### src/rtl/pipelined_addsub.sv
// rtl/pipelined_addsub.sv - pipelined WIDTH-bit adder/subtractor with valid/ready handshake
//
// Purpose: resolves the carry chain CHUNK bits per pipeline stage, so wide adds
// close timing. Subtraction is A + ~B + 1. The whole pipe freezes on backpressure.
//
// Ports:
//   clk, rst_n           clock, asynchronous active-low reset
//   in_valid / in_ready  operand beat handshake (in_ready = !out_valid || out_ready)
//   a, b                 operands, WIDTH bits
//   carry_in             carry into bit 0 (add mode only)
//   sub                  1 = a - b, 0 = a + b + carry_in
//   out_valid/out_ready  result beat handshake
//   sum                  result modulo 2^WIDTH
//   carry_out            carry out of MSB (subtract: 1 = no borrow)
//   overflow             signed overflow (carry into MSB ^ carry out of MSB)
module pipelined_addsub #(
  parameter int WIDTH = 16,
  parameter int CHUNK = 4
) (
  input  logic             clk,
  input  logic             rst_n,
  input  logic             in_valid,
  output logic             in_ready,
  input  logic [WIDTH-1:0] a,
  input  logic [WIDTH-1:0] b,
  input  logic             carry_in,
  input  logic             sub,
  output logic             out_valid,
  input  logic             out_ready,
  output logic [WIDTH-1:0] sum,
  output logic             carry_out,
  output logic             overflow
);

  localparam int STAGES = WIDTH / CHUNK;
  localparam int LAST   = STAGES - 1;
  // Operand skew registers exist only between stages; keep at least one entry
  // so the array stays legal when the pipe is a single stage.
  localparam int NSKEW  = (STAGES > 1) ? STAGES - 1 : 1;

  logic adv;

  // Values presented to each stage's adder (stage 0 sees the ports directly).
  logic [WIDTH-1:0] stg_a     [STAGES];
  logic [WIDTH-1:0] stg_b     [STAGES];
  logic [WIDTH-1:0] stg_part  [STAGES];
  logic             stg_carry [STAGES];
  logic             stg_valid [STAGES];

  logic [CHUNK:0]   chunk_sum [STAGES];
  logic [WIDTH-1:0] part_d    [STAGES];
  logic             carry_d   [STAGES];
  logic             msb_carry_d;
  logic             ovf_d;

  logic             valid_q   [STAGES];
  logic [WIDTH-1:0] part_q    [STAGES];
  logic             carry_q   [STAGES];
  logic [WIDTH-1:0] op_a_q    [NSKEW];
  logic [WIDTH-1:0] op_b_q    [NSKEW];
  logic             ovf_q;

  // Freeze everything while a result is waiting on the consumer.
  assign adv       = !valid_q[LAST] || out_ready;
  assign in_ready  = adv;
  assign out_valid = valid_q[LAST];
  assign sum       = part_q[LAST];
  assign carry_out = carry_q[LAST];
  assign overflow  = ovf_q;

  always_comb begin
    stg_a[0]     = a;
    stg_b[0]     = sub ? ~b : b;
    stg_part[0]  = '0;
    stg_carry[0] = sub | carry_in;
    stg_valid[0] = in_valid;
    for (int k = 1; k < STAGES; k++) begin
      stg_a[k]     = op_a_q[k-1];
      stg_b[k]     = op_b_q[k-1];
      stg_part[k]  = part_q[k-1];
      stg_carry[k] = carry_q[k-1];
      stg_valid[k] = valid_q[k-1];
    end

    // Stage k fills in result chunk k; lower chunks ride along so every chunk
    // of a beat leaves the last stage together.
    for (int k = 0; k < STAGES; k++) begin
      chunk_sum[k] = {1'b0, stg_a[k][k*CHUNK +: CHUNK]}
                   + {1'b0, stg_b[k][k*CHUNK +: CHUNK]}
                   + {{CHUNK{1'b0}}, stg_carry[k]};
      part_d[k]    = stg_part[k];
      part_d[k][k*CHUNK +: CHUNK] = chunk_sum[k][CHUNK-1:0];
      carry_d[k]   = chunk_sum[k][CHUNK];
    end

    // Sum bit = a ^ b ^ carry_in_of_bit, so the carry into the MSB falls out
    // of the MSB operand and result bits.
    msb_carry_d = stg_a[LAST][WIDTH-1] ^ stg_b[LAST][WIDTH-1] ^ part_d[LAST][WIDTH-1];
    ovf_d       = msb_carry_d ^ carry_d[LAST];
  end

  always_ff @(posedge clk or negedge rst_n) begin
    if (!rst_n) begin
      for (int k = 0; k < STAGES; k++) begin
        valid_q[k] <= 1'b0;
        part_q[k]  <= '0;
        carry_q[k] <= 1'b0;
      end
      for (int j = 0; j < NSKEW; j++) begin
        op_a_q[j] <= '0;
        op_b_q[j] <= '0;
      end
      ovf_q <= 1'b0;
    end else if (adv) begin
      for (int k = 0; k < LAST; k++) begin
        valid_q[k] <= stg_valid[k];
        part_q[k]  <= part_d[k];
        carry_q[k] <= carry_d[k];
        op_a_q[k]  <= stg_a[k];
        op_b_q[k]  <= stg_b[k];
      end
      valid_q[LAST] <= stg_valid[LAST];
      // Output registers only load real beats so they hold the last result
      // across bubbles.
      if (stg_valid[LAST]) begin
        part_q[LAST]  <= part_d[LAST];
        carry_q[LAST] <= carry_d[LAST];
        ovf_q         <= ovf_d;
      end
    end
  end

endmodule
### config.mk
export PLATFORM = sky130hd
export DESIGN_NAME = pipelined_addsub
export DESIGN_NICKNAME = d
export VERILOG_FILES = /design/src/rtl/pipelined_addsub.sv
export SDC_FILE = /design/constraint.sdc
export NUM_CORES = 1
export LEC_CHECK = 0
export BUFFER_PORTS_ARGS = -buffer_cell sky130_fd_sc_hd__buf_2
export CAP_MARGIN = 15
export CORE_ASPECT_RATIO = 1.75
export CORE_MARGIN = 2
export CORE_UTILIZATION = 45
export CTS_CLUSTER_SIZE = 12
export DETAILED_ROUTE_END_ITERATION = 16
export HOLD_SLACK_MARGIN = 0.08
export SLEW_MARGIN = 20
export SYNTH_ARGS = -nofsm -noshare
export SYNTH_HDL_FRONTEND = slang
export SYNTH_SLANG_ARGS = --single-unit
### constraint.sdc
create_clock -name clk -period 2.19 [get_ports clk]
set_input_delay 0.438 -clock clk [delete_from_list [all_inputs] [get_ports clk]]
set_output_delay 0.438 -clock clk [all_outputs]
set_load 0.05 [all_outputs]
== Word-level counts from Yosys, hierarchy flattened ==
Index checks and enable logic that the tools add are counted.

* Bits in registers: 145
* Latch bits: 0
* Memory bits (writable): 0
* Memory bits (read-only): 0
* Input port bits: 38
* Output and inout bits: 20
* Word-level logic and storage cells: 36
* Memories: 0

* $add $sub $neg: 8
* $mul: 0
* Divide/modulo/power cells: 0
* Magnitude comparators: 0
* Eq/ne operators: 0
* Shift operators: 0
* Muxes and demuxes: 1
* Bitwise operators: 5
* Reductions and logical operators: 3

{| class="wikitable"
|+ Operators with widths
! operator !! number
|-
| adder 4 x 4 -> 5 bit || 4
|-
| adder 5 x 1 -> 5 bit || 4
|-
| two-way mux 16 bit || 1
|-
| NOT 16 bit || 1
|-
| XOR 1 bit || 3
|-
| AND reduction 2 bit || 1
|-
| logical NOT 1 bit || 1
|-
| logical OR 1 bit || 1
|-
| OR 1 bit || 1
|}

== Logic depth before layout (Yosys ltp) ==
Gate-level depths: netlist of the first run.

* Depth after elaboration: 4
* Mapped depth: 8
* Depth with buffers taken out: 6

== Least setup slack after synthesis of the first run ==
Ideal clock, no wire load.

* Kind: input-to-reg
* Start: input sub
* End: register carry_q[3] (netlist bit)
* Library setup time: 140 ps
* Arrival: 2246 ps
* Data required time: 2050 ps
* Slack: -196 ps
* Stages: 8
* Buffers on the path: 2
* Cell sequence: buf_2 > buf_4 > or2_2 > fa_1 > fa_1 > a21o_1 > a21oi_1 > a21oi_1

* Longest elaborated chain between the ends: 3
* Elaborated cells on any way between the ends: 4
* Classes of those cells: add/sub (2); mux (1); bitwise (1)

{| class="wikitable"
|+ Ends and longest elaborated chain
! element !! RTL line !! RTL
|-
| from (decl) || 27 || <nowiki>input logic sub,</nowiki>
|-
| two-way mux 16 bit || 73 || <nowiki>stg_b[0] = sub ? ~b : b;</nowiki>
|-
| adder 4 x 4 -> 5 bit || 89 || <nowiki>+ {1'b0, stg_b[k][k*CHUNK +: CHUNK]}</nowiki>
|-
| adder 5 x 1 -> 5 bit * || 90 || <nowiki>+ {{CHUNK{1'b0}}, stg_carry[k]};</nowiki>
|-
| to (signal, indexed assignment) || 118 || <nowiki>carry_q[k] <= carry_d[k];</nowiki>
|-
| to (signal, indexed assignment) || 127 || <nowiki>carry_q[LAST] <= carry_d[LAST];</nowiki>
|-
| to (decl) || 58 || <nowiki>logic carry_q [STAGES];</nowiki>
|}

Mark *: on every way between the ends. The rest lies on a longest branch, timed or not.
A chain may end at the register's enable or synchronous reset.

== Worst setup path after layout of the first run ==
* Start: register carry_q[1] (netlist bit)
* End: register ovf_q (netlist: overflow)

* Longest elaborated chain between the ends: 3

{| class="wikitable"
|+ Ends and longest elaborated chain
! element !! RTL line !! RTL
|-
| adder 5 x 1 -> 5 bit * || 90 ||
|-
| XOR 1 bit || 98 || <nowiki>msb_carry_d = stg_a[LAST][WIDTH-1] ^ stg_b[LAST][WIDTH-1] ^ part_d[LAST][WIDTH-1];</nowiki>
|-
| XOR 1 bit * || 99 || <nowiki>ovf_d = msb_carry_d ^ carry_d[LAST];</nowiki>
|-
| to (signal assigned) || 128 || <nowiki>ovf_q <= ovf_d;</nowiki>
|-
| to (decl) || 61 || <nowiki>logic ovf_q;</nowiki>
|}

Marks and branches as above.

==> flow_metrics.env, run 1 <==
export IMPL_outcome="complete, no violations"
export IMPL_worst_pin_slew_ns=0.496
export IMPL_h_tree_depth=3
export IMPL_drt_wl_total_mm=7.48
export IMPL_path_cells="fa_1 > fa_1 > a21o_1 > a21oi_1 > xnor2_1 > o21ai_0"
export IMPL_drv_slew=0
export IMPL_syn2layout_area_growth_pct=16.5
export IMPL_final_antenna_net_count=0
export IMPL_yosysSeqAreaShare=0.566
export IMPL_ios=58
export IMPL_rows=47
export IMPL_netlist_area_um2=4290
export IMPL_power_density_nw_per_um2=1510
export IMPL_vias_per_cell=4.69
export IMPL_synth_common_cells="nand2_1, dfrtp_1, o21ai_0, xnor2_1"
export IMPL_synth_top_area_frac=0.566
export IMPL_irDropWorstVdd_uv=602
export IMPL_hold_viol_final=0
export IMPL_timing_final_crit_period_ns=2.04
export IMPL_clk_pin_slew_ns=0.06
export IMPL_path_max_fanout=2
export IMPL_start_util=0.459
export IMPL_slew_headroom=0.670
export IMPL_clkSinkCount=97
export IMPL_dp_slack_ns=-0.0390
export IMPL_final_setup_skew_ns=0.00520
export IMPL_portBuffers=57
export IMPL_cp_top_family="adder cells"
export IMPL_insertion_delay_ns=0.34
export IMPL_post_cts_resized=0
export IMPL_die_w_um=77.8
export IMPL_synthArstFlopShare=1.00
export IMPL_p_switching_uw=2890
export IMPL_synthCells=421
export IMPL_drtIter0Drc=110
export IMPL_post_route_period_util=0.934
export IMPL_die_y_um=133
export IMPL_slowest_stage="fa_1"
export IMPL_switching_share=0.383
export IMPL_setup_ws_ns=0.146
export IMPL_critPathMostFrequentCell="fa_1"
export IMPL_cts_buffers_inserted=9
export IMPL_antenna_cells=0
export IMPL_drcViolationCount=0
export IMPL_worst_path_buf_inv=0
export IMPL_yosys_area_top_type="dfrtp_1"
export IMPL_ctsHoldBuffers=1
export IMPL_track_usage=0.161
export IMPL_dp_final_hpwl_mm=5.18
export IMPL_intPower_uw=4660
export IMPL_antenna_found_initial=0
export IMPL_yosys_warnings=0
export IMPL_p_total_uw=7550
export IMPL_seqPwrFrac=0.403
export IMPL_cp_required_ns=2.39
export IMPL_yosysUniqueCellTypes=22
export IMPL_grt_pass1_wl_mm=13.2
export IMPL_cts_root_buf="clkbuf_16"
export IMPL_clkPwrFrac=0.205
export IMPL_wire_per_inst_um=12.4
export IMPL_ys_top_cells_by_area="dfrtp_1, nand2_1, mux2_4"
export IMPL_gp_congestion=0.744
export IMPL_grt_pass1_vias=2925
export IMPL_max_freq_mhz=489
export IMPL_synth_edff_count=0
export IMPL_rsz0062_at_grt="no"
export IMPL_final_nets=533
export IMPL_cts_buffer_depth=2
export IMPL_p_leak_uw=0.00259
export IMPL_die_area_um2=10400
export IMPL_tritoncts="built"
export IMPL_drive_above_1_share=0.204
export IMPL_power_frac_comb=0.392
export IMPL_synth_most_common_cell="nand2_1"
export IMPL_first_pass_iters=4
export IMPL_crit_arrival_ns=2.24
export IMPL_setup_viol=0
export IMPL_grt_overflow_total=0
export IMPL_cpPeakStageDelay_ns=0.48
export IMPL_hold_class="input pin to flip-flop"
export IMPL_vias=2825
export IMPL_ys_flop_type="dfrtp_1"
export IMPL_place_inst=585
export IMPL_syn_nets=479
export IMPL_cap_viol_max_count=0
export IMPL_post_cts_buffers=0
export IMPL_start_kind="flip-flop"
export IMPL_grt_max_degree=91
export IMPL_fin_cells=602
export IMPL_ys_ff_latch=97
export IMPL_crit_type="flip-flop to flip-flop"
export IMPL_synth_avg_cell_area_um2=10.2
export IMPL_cp_end_kind="flip-flop"
export IMPL_core_um2=9350
==> per-stage QoR <==
stage / hold WS [ns] / setup TNS (ns) / area, um2 / util
floorplan: 0.142 / -0.0181 / 4320 / -
global placement: 0.374 / 0 / 4690 / 0.502
detailed placement: 0.382 / -0.0390 / 4690 / 0.502
CTS: 0.280 / 0 / 5000 / 0.535
global route: 0.299 / 0 / 5000 / 0.535
finish: 0.293 / 0 / 5000 / 0.535
==> cells by family (layout without fill, tap and decap cells) <==
group	Yosys count	count (layout)	synth area share
xor gates and xnor gates	24	24	0.0490
adders and majority gates	20	20	0.0723
DFF	97	97	0.566
and+or+nand+nor	196	196	0.176
muxes	14	14	0.0473
AOI/OAI and AO/OA	44	44	0.0554
buffers and inverters	26	85	0.0344
==> cell type report <==
type	count	area, um2
fill	875	4350
inverter	5	23.8
clock inverter	5	55.1
clock buffer	11	243
multi-input combinational	298	1730
timing repair buffer	64	368
tap	122	153
sequential	97	2430
==> per-layer routing <==
layer / share of wire / GRT usage / wire (um) / vias to the layer above
li1: - / - / - / 1431
met1: 0.42 / 0.189 / 3170 / 1340
met2: 0.52 / 0.276 / 3880 / 45
met3: 0.035 / 0.0359 / 258 / 9
met4: 0.022 / 0.0764 / 161 / 0
met5: 0 / 0 / 0 / -
==> final timing paths <==
path,startpoint,end,slack [ns],cells past startpoint
max reg2reg,carry_q[1]$_DFFE_PN0N_,overflow$_DFFE_PN0P_,0.15,6
min,in_valid,stg_valid[2]$_DFFE_PN0N_,0.29,3
max in group asynchronous,rst_n,op_a_q[12]$_DFFE_PN0N_,1.08,3
min reg2reg,part_d[0]$_DFFE_PN0N_,part_d[0]$_DFFE_PN0N_,0.47,2
min in group asynchronous,rst_n,stg_valid[1]$_DFFE_PN0N_,0.56,2
max,carry_q[1]$_DFFE_PN0N_,overflow$_DFFE_PN0P_,0.15,6
==> registers in the layout (all words and copies together) (netlist names) <==
signal	cells
part_d	24
carry_q	3
op_b_q	24
carry_out	1
op_a_q	24
sum	16
out_valid	1
overflow	1
stg_valid	3
==> power groups by stage <==
stage          sequential (uW)  combinational (uW)  clock (uW)
5_1_grt                   3150                3330        1670
3_5_place_dp              3090                3010           0
2_1_floorplan             3570                1850           0
3_3_place_gp              3050                2930           0
4_1_cts                   3060                3030        1600
6_report                  3040                2960        1550
==> layout by cell type, fill, tap and decap left out <==
master         count
buf_4              5
buf_12             2
dfrtp_1           97
a21oi_1           11
a21o_1             7
inv_6              1
nand2b_1           1
nand2_1          186
clkinv_2           2
fa_1               6
clkbuf_1           1
nor2b_4            1
mux2_4            12
clkinvlp_4         2
nor2_1             5
nand2_4            1
clkbuf_8           1
nor2b_1            1
buf_2             56
bufinv_16          1
o21ai_0           26
clkbuf_16          9
or2_4              1
dlygate4sd3_1      1
inv_1              4
mux2_2             2
xnor2_1           16
xor2_1             8
fa_2               2
ha_1              12
==> worst reg2reg max path: cells and delay by family, from the launching register on <==
family                     cells  cell delay, ns
adders and majority gates      2            0.90
AOI/OAI and AO/OA              3            0.48
DFF                            1            0.40
xor gates and xnor gates       1            0.14
Power figures use the tool's default switching activity.
==> run 2: changes to the inputs <==
Settings changed: CORE_ASPECT_RATIO 1.75 to default.
Clock period 2.19 ns to 2.25 ns, I/O delays scaled along.
==> run 2 against run 1 <==
Against the previous run:
- total power shrank 7.9%
- via count is 3.9% lower
- global-route usage decreased by 0.48 points
- routed wire length fell by 5.2%
==> flow_metrics.env, run 2 (synthesis gave the netlist of run 1 again) <==
export IMPL_fin_util=0.531
export IMPL_final_area_um2=4900
export IMPL_syn2layout_area_growth_pct=14.3
export IMPL_fin_hold_ws_ns=0.280
export IMPL_cts_buffer_depth=2
export IMPL_rsz0062_at_grt="no"
export IMPL_tritoncts="built"
export IMPL_ios=58
export IMPL_drcViolationCount=0
export IMPL_p_leak_uw=0.00254
export IMPL_p_total_uw=6950
export IMPL_outcome="complete, no violations"
export IMPL_die_w_um=102
export IMPL_final_setup_skew_ns=0.0145
export IMPL_worst_pin_slew_ns=0.477
export IMPL_setup_tns_ns=0
export IMPL_cp_required_ns=2.49
export IMPL_final_nets=532
export IMPL_intPower_uw=4180
export IMPL_seqPwrFrac=0.425
export IMPL_drive_above_1_share=0.203
export IMPL_drtIter0Drc=125
export IMPL_irDropWorstVdd_uv=585
export IMPL_p_switching_uw=2770
export IMPL_final_common_cell="nand2_1"
export IMPL_path_max_fanout=2
export IMPL_slew_headroom=0.682
export IMPL_clk_pin_slew_ns=0.10
export IMPL_rows=35
export IMPL_timing_final_crit_period_ns=2.02
export IMPL_portBuffers=57
export IMPL_power_frac_comb=0.411
export IMPL_dp_final_hpwl_mm=4.90
export IMPL_core_um2=9240
export IMPL_track_usage=0.156
export IMPL_fillers=873
export IMPL_switching_share=0.399
export IMPL_first_pass_iters=4
export IMPL_clkPwrFrac=0.165
export IMPL_vias_per_cell=4.47
export IMPL_setup_viol=0
export IMPL_layout_common_cells="nand2_1, dfrtp_1, buf_2"
export IMPL_vias=2715
export IMPL_antenna_cells=0
export IMPL_hold_class="input pin to flip-flop"
export IMPL_clkSinkCount=97
export IMPL_h_tree_depth=3
export IMPL_max_freq_mhz=494
export IMPL_drt_wl_total_mm=7.09
export IMPL_grt_pass1_vias=2724
export IMPL_start_util=0.464
export IMPL_grt_overflow_total=0
export IMPL_start_kind="flip-flop"
export IMPL_drv_slew=0
export IMPL_die_y_um=102
export IMPL_wire_per_inst_um=11.7
export IMPL_cts_root_buf="clkbuf_8"
export IMPL_insertion_delay_ns=0.36
export IMPL_post_cts_buffers=0
export IMPL_grt_pass1_wl_mm=12.6
export IMPL_place_area_um2=4690
export IMPL_final_antenna_net_count=0
export IMPL_grt_max_degree=91
export IMPL_cp_end_kind="flip-flop"
export IMPL_post_route_period_util=0.899
export IMPL_crit_type="flip-flop to flip-flop"
export IMPL_gp_congestion=0.737
export IMPL_crit_arrival_ns=2.26
export IMPL_die_area_um2=10300
export IMPL_power_density_nw_per_um2=1420
export IMPL_cap_viol_max_count=0
export IMPL_cts_buffers_inserted=9
export IMPL_antenna_found_initial=0
export IMPL_hold_viol_final=0
-- run 2: cell count changes in the layout (fill, tap and decap cells not counted) --
| cell | previous run | this run |
|---|---|---|
| buf_4 | 5 | 4 |
| clkbuf_16 | 9 | 0 |
| clkbuf_8 | 1 | 10 |
| clkinv_2 | 2 | 0 |
| clkinv_4 | 0 | 1 |
| inv_6 | 1 | 2 |
| or2_2 | 0 | 1 |
| or2_4 | 1 | 0 |
-- run 2: area by class of cell --
class,count,area (um2),area share
Clock buffer,11,141,0.0288
Multi-Input combinational cell,298,1730,0.352
Clock inverter,5,62.6,0.0128
Timing Repair Buffer,63,360,0.0735
Tap cell,129,161,0.0329
Inverter,5,23.8,0.00485
Sequential cell,97,2430,0.495
-- run 2: power by group through the flow --
stage / Clock, uW / Combinational (uW) / Sequential, uW
finish: 1140 / 2860 / 2950
global route: 1260 / 3230 / 3070
CTS: 1190 / 2910 / 2970
detailed placement: 0 / 2910 / 3010
global placement: 0 / 2850 / 2980
floorplan: 0 / 1800 / 3470
-- run 2: per-layer routing --
| layer | wire [um] | vias to the layer above | global-route usage | share of wire |
|---|---|---|---|---|
| li1 | - | 1430 | - | - |
| met1 | 3680 | 1225 | 0.223 | 0.52 |
| met2 | 3020 | 50 | 0.233 | 0.43 |
| met3 | 252 | 10 | 0.0317 | 0.036 |
| met4 | 143 | 0 | 0.0655 | 0.020 |
| met5 | 0 | - | 0 | 0 |
-- run 2: worst paths after layout --
path / start / end / slack [ns] / cells after the start
max in group asynchronous: rst_n / carry_q[2]$_DFFE_PN0N_ / 0.93 / 3
min: a[15] / op_a_q[47]$_DFFE_PN0N_ / 0.28 / 3
max reg2reg: carry_q[1]$_DFFE_PN0N_ / overflow$_DFFE_PN0P_ / 0.23 / 6
max: carry_q[1]$_DFFE_PN0N_ / overflow$_DFFE_PN0P_ / 0.23 / 6
min reg2reg: part_d[19]$_DFFE_PN0N_ / part_d[19]$_DFFE_PN0N_ / 0.47 / 2
min in group asynchronous: rst_n / part_d[11]$_DFFE_PN0N_ / 0.59 / 2
-- run 2: through the flow --
step / setup slack [ns] / std cells
after floorplan: 0.0116 / 421
after global placement: 0.158 / 591
after detailed placement: 0.0999 / 591
after CTS: 0.229 / 608
after global routing: 0.140 / 608
final: 0.226 / 608
-- run 2: repair_timing --
item	4_1_cts	5_1_grt
hold buffers	1	0
gates resized for setup	0	0
hold endpoints to repair	35	0
-- run 2: worst max-delay path, stage by stage (launching register included) --
cell	delay [ns]
dfrtp_1	0.41
fa_1	0.46
fa_1	0.41
a21o_1	0.19
a21oi_1	0.22
xnor2_1	0.14
o21ai_0	0.08
==> run 3: changes to the inputs <==
Settings changed: CTS_CLUSTER_DIAMETER from default to 40, GPL_TIMING_DRIVEN from default to 0.
==> run 3 against run 2 <==
Against the previous run:
- clock power decreased by 6%
- fmax shrank 3.5%
- core utilization is 0.72 points higher
- count of clock-buffer cells in the layout decreased by 2
- critical path depth is 1 lower
- global-route usage is 2.0 points higher
- clock skew is 0.0051 ns lower
- setup slack got worse by 0.074 ns
- via count rose by 6.4%
- final area increased by 1.4%
- largest power group is now combinational logic
==> flow_metrics.env, run 3 (synthesis gave the netlist of run 1 again) <==
export IMPL_grt_pass1_vias=2880
export IMPL_dp_final_hpwl_mm=5.96
export IMPL_final_nets=548
export IMPL_setup_tns_ns=0
export IMPL_intPower_uw=4120
export IMPL_antenna_found_initial=0
export IMPL_critPathMostFrequentCell="buf_2"
export IMPL_dp_slack_ns=-0.0657
export IMPL_die_area_um2=10300
export IMPL_portBuffers=56
export IMPL_drv_slew=0
export IMPL_outcome="complete, no violations"
export IMPL_cap_viol_max_count=0
export IMPL_path_cells="nor2b_1 > buf_6 > inv_6 > buf_2 > buf_2"
export IMPL_h_tree_depth=3
export IMPL_drtIter0Drc=80
export IMPL_die_y_um=102
export IMPL_start_util=0.464
export IMPL_rows=35
export IMPL_vias=2888
export IMPL_drt_wl_total_mm=8.16
export IMPL_clkPwrFrac=0.152
export IMPL_p_leak_uw=0.00258
export IMPL_wire_per_inst_um=13.1
export IMPL_slew_headroom=0.689
export IMPL_clk_pin_slew_ns=0.10
export IMPL_gp_congestion=0.780
export IMPL_final_setup_skew_ns=0.00941
export IMPL_fin_cells=624
export IMPL_place_inst=607
export IMPL_drive_above_1_share=0.220
export IMPL_hold_class="input pin to flip-flop"
export IMPL_post_route_period_util=0.932
export IMPL_power_frac_comb=0.427
export IMPL_ios=58
export IMPL_post_cts_resized=0
export IMPL_max_freq_mhz=477
export IMPL_grt_pass1_wl_mm=14.0
export IMPL_seqPwrFrac=0.421
export IMPL_crit_arrival_ns=1.65
export IMPL_crit_type="flip-flop to output pin"
export IMPL_antenna_cells=0
export IMPL_cp_top_family="buffers and inverters"
export IMPL_cts_root_buf="clkbuf_8"
export IMPL_worst_pin_slew_ns=0.467
export IMPL_grt_overflow_total=0
export IMPL_irDropWorstVdd_uv=483
export IMPL_cp_required_ns=1.80
export IMPL_slowest_stage="dfrtp_1"
export IMPL_layout_common_cells="nand2_1, dfrtp_1, buf_2"
export IMPL_reg2reg_setup_slack_ns=0.21
export IMPL_die_w_um=102
export IMPL_cts_buffer_depth=2
export IMPL_insertion_delay_ns=0.36
export IMPL_cp_end_kind="output pin"
export IMPL_syn2layout_area_growth_pct=15.9
export IMPL_switching_share=0.415
export IMPL_setup_viol=0
export IMPL_power_density_nw_per_um2=1410
export IMPL_path_max_fanout=10
export IMPL_setup_ws_ns=0.153
export IMPL_clkSinkCount=97
export IMPL_vias_per_cell=4.63
export IMPL_p_switching_uw=2910
export IMPL_track_usage=0.176
export IMPL_final_common_cell="nand2_1"
export IMPL_fillers=868
export IMPL_timing_final_crit_period_ns=2.10
export IMPL_start_kind="flip-flop"
export IMPL_rsz0062_at_grt="no"
export IMPL_hold_viol_final=0
export IMPL_cts_buffers_inserted=9
export IMPL_grt_max_degree=61
export IMPL_final_antenna_net_count=0
export IMPL_tritoncts="built"
export IMPL_cpPeakStageDelay_ns=0.38
export IMPL_first_pass_iters=4
export IMPL_drcViolationCount=0
export IMPL_worst_path_buf_inv=4
export IMPL_core_um2=9240
run 3: changes by cell type in the layout (fill, tap and decap cells not counted), sizes merged:
cell      change
buf          +12
inv           +3
clkbuf        +2
bufinv        -1
clkinv        +1
clkinvlp      -1
run 3: routing by layer:
| layer | GRT usage | vias up | wire length (um) |
|---|---|---|---|
| li1 | - | 1463 | - |
| met1 | 0.242 | 1360 | 3940 |
| met2 | 0.285 | 55 | 3830 |
| met3 | 0.0262 | 10 | 262 |
| met4 | 0.0655 | 0 | 127 |
| met5 | 0 | - | 0 |
run 3: power by group through the flow:
stage / combinational, uW / sequential (uW) / clock, uW
2_1_floorplan: 1800 / 3470 / 0
3_3_place_gp: 2970 / 2970 / 0
3_5_place_dp: 3040 / 3010 / 0
4_1_cts: 3050 / 2970 / 1100
5_1_grt: 3370 / 3070 / 1170
6_report: 3000 / 2960 / 1070
run 3: area by class of cell:
class | instances | area [um2] | area share
Clock buffer | 9 | 124 | 0.0249
Timing Repair Buffer | 58 | 324 | 0.0652
Multi-Input combinational cell | 298 | 1720 | 0.346
Inverter | 5 | 23.8 | 0.00478
Clock inverter | 7 | 60.1 | 0.0121
Buffer | 21 | 130 | 0.0262
Sequential cell | 97 | 2430 | 0.488
Tap cell | 129 | 161 | 0.0325
run 3: timing repair:
| action | CTS | global route |
|---|---|---|
| buffers inserted | 0 | 0 |
| endpoints found under the hold margin | 37 | 0 |
| hold buffers | 1 | 0 |
run 3: final timing paths:
path / from / to / cells after the start
min in group asynchronous: rst_n / stg_valid[1]$_DFFE_PN0N_ / 2
max: out_valid$_DFFE_PN0N_ / in_ready / 5
max reg2reg: carry_q[1]$_DFFE_PN0N_ / overflow$_DFFE_PN0P_ / 6
max in group asynchronous: rst_n / part_d[2]$_DFFE_PN0N_ / 3
min reg2reg: part_d[7]$_DFFE_PN0N_ / part_d[7]$_DFFE_PN0N_ / 2
min: in_valid / stg_valid[2]$_DFFE_PN0N_ / 3
run 3: stage by stage:
stage	power, uW	area [um2]	hold WS (ns)	util
2_1_floorplan	5270	4300	0.154	-
3_3_place_gp	5940	4740	0.448	0.513
3_5_place_dp	6050	4780	0.378	0.517
4_1_cts	7120	4970	0.274	0.538
5_1_grt	7610	4970	0.274	0.538
6_report	7030	4970	0.281	0.538
run 3: worst reg2reg max path, cell delays in order (launching register included):
cell and delay, ns:
dfrtp_1 0.43, fa_1 0.47, fa_1 0.42, a21o_1 0.19, a21oi_1 0.20, xnor2_1 0.14
o21ai_0 0.08
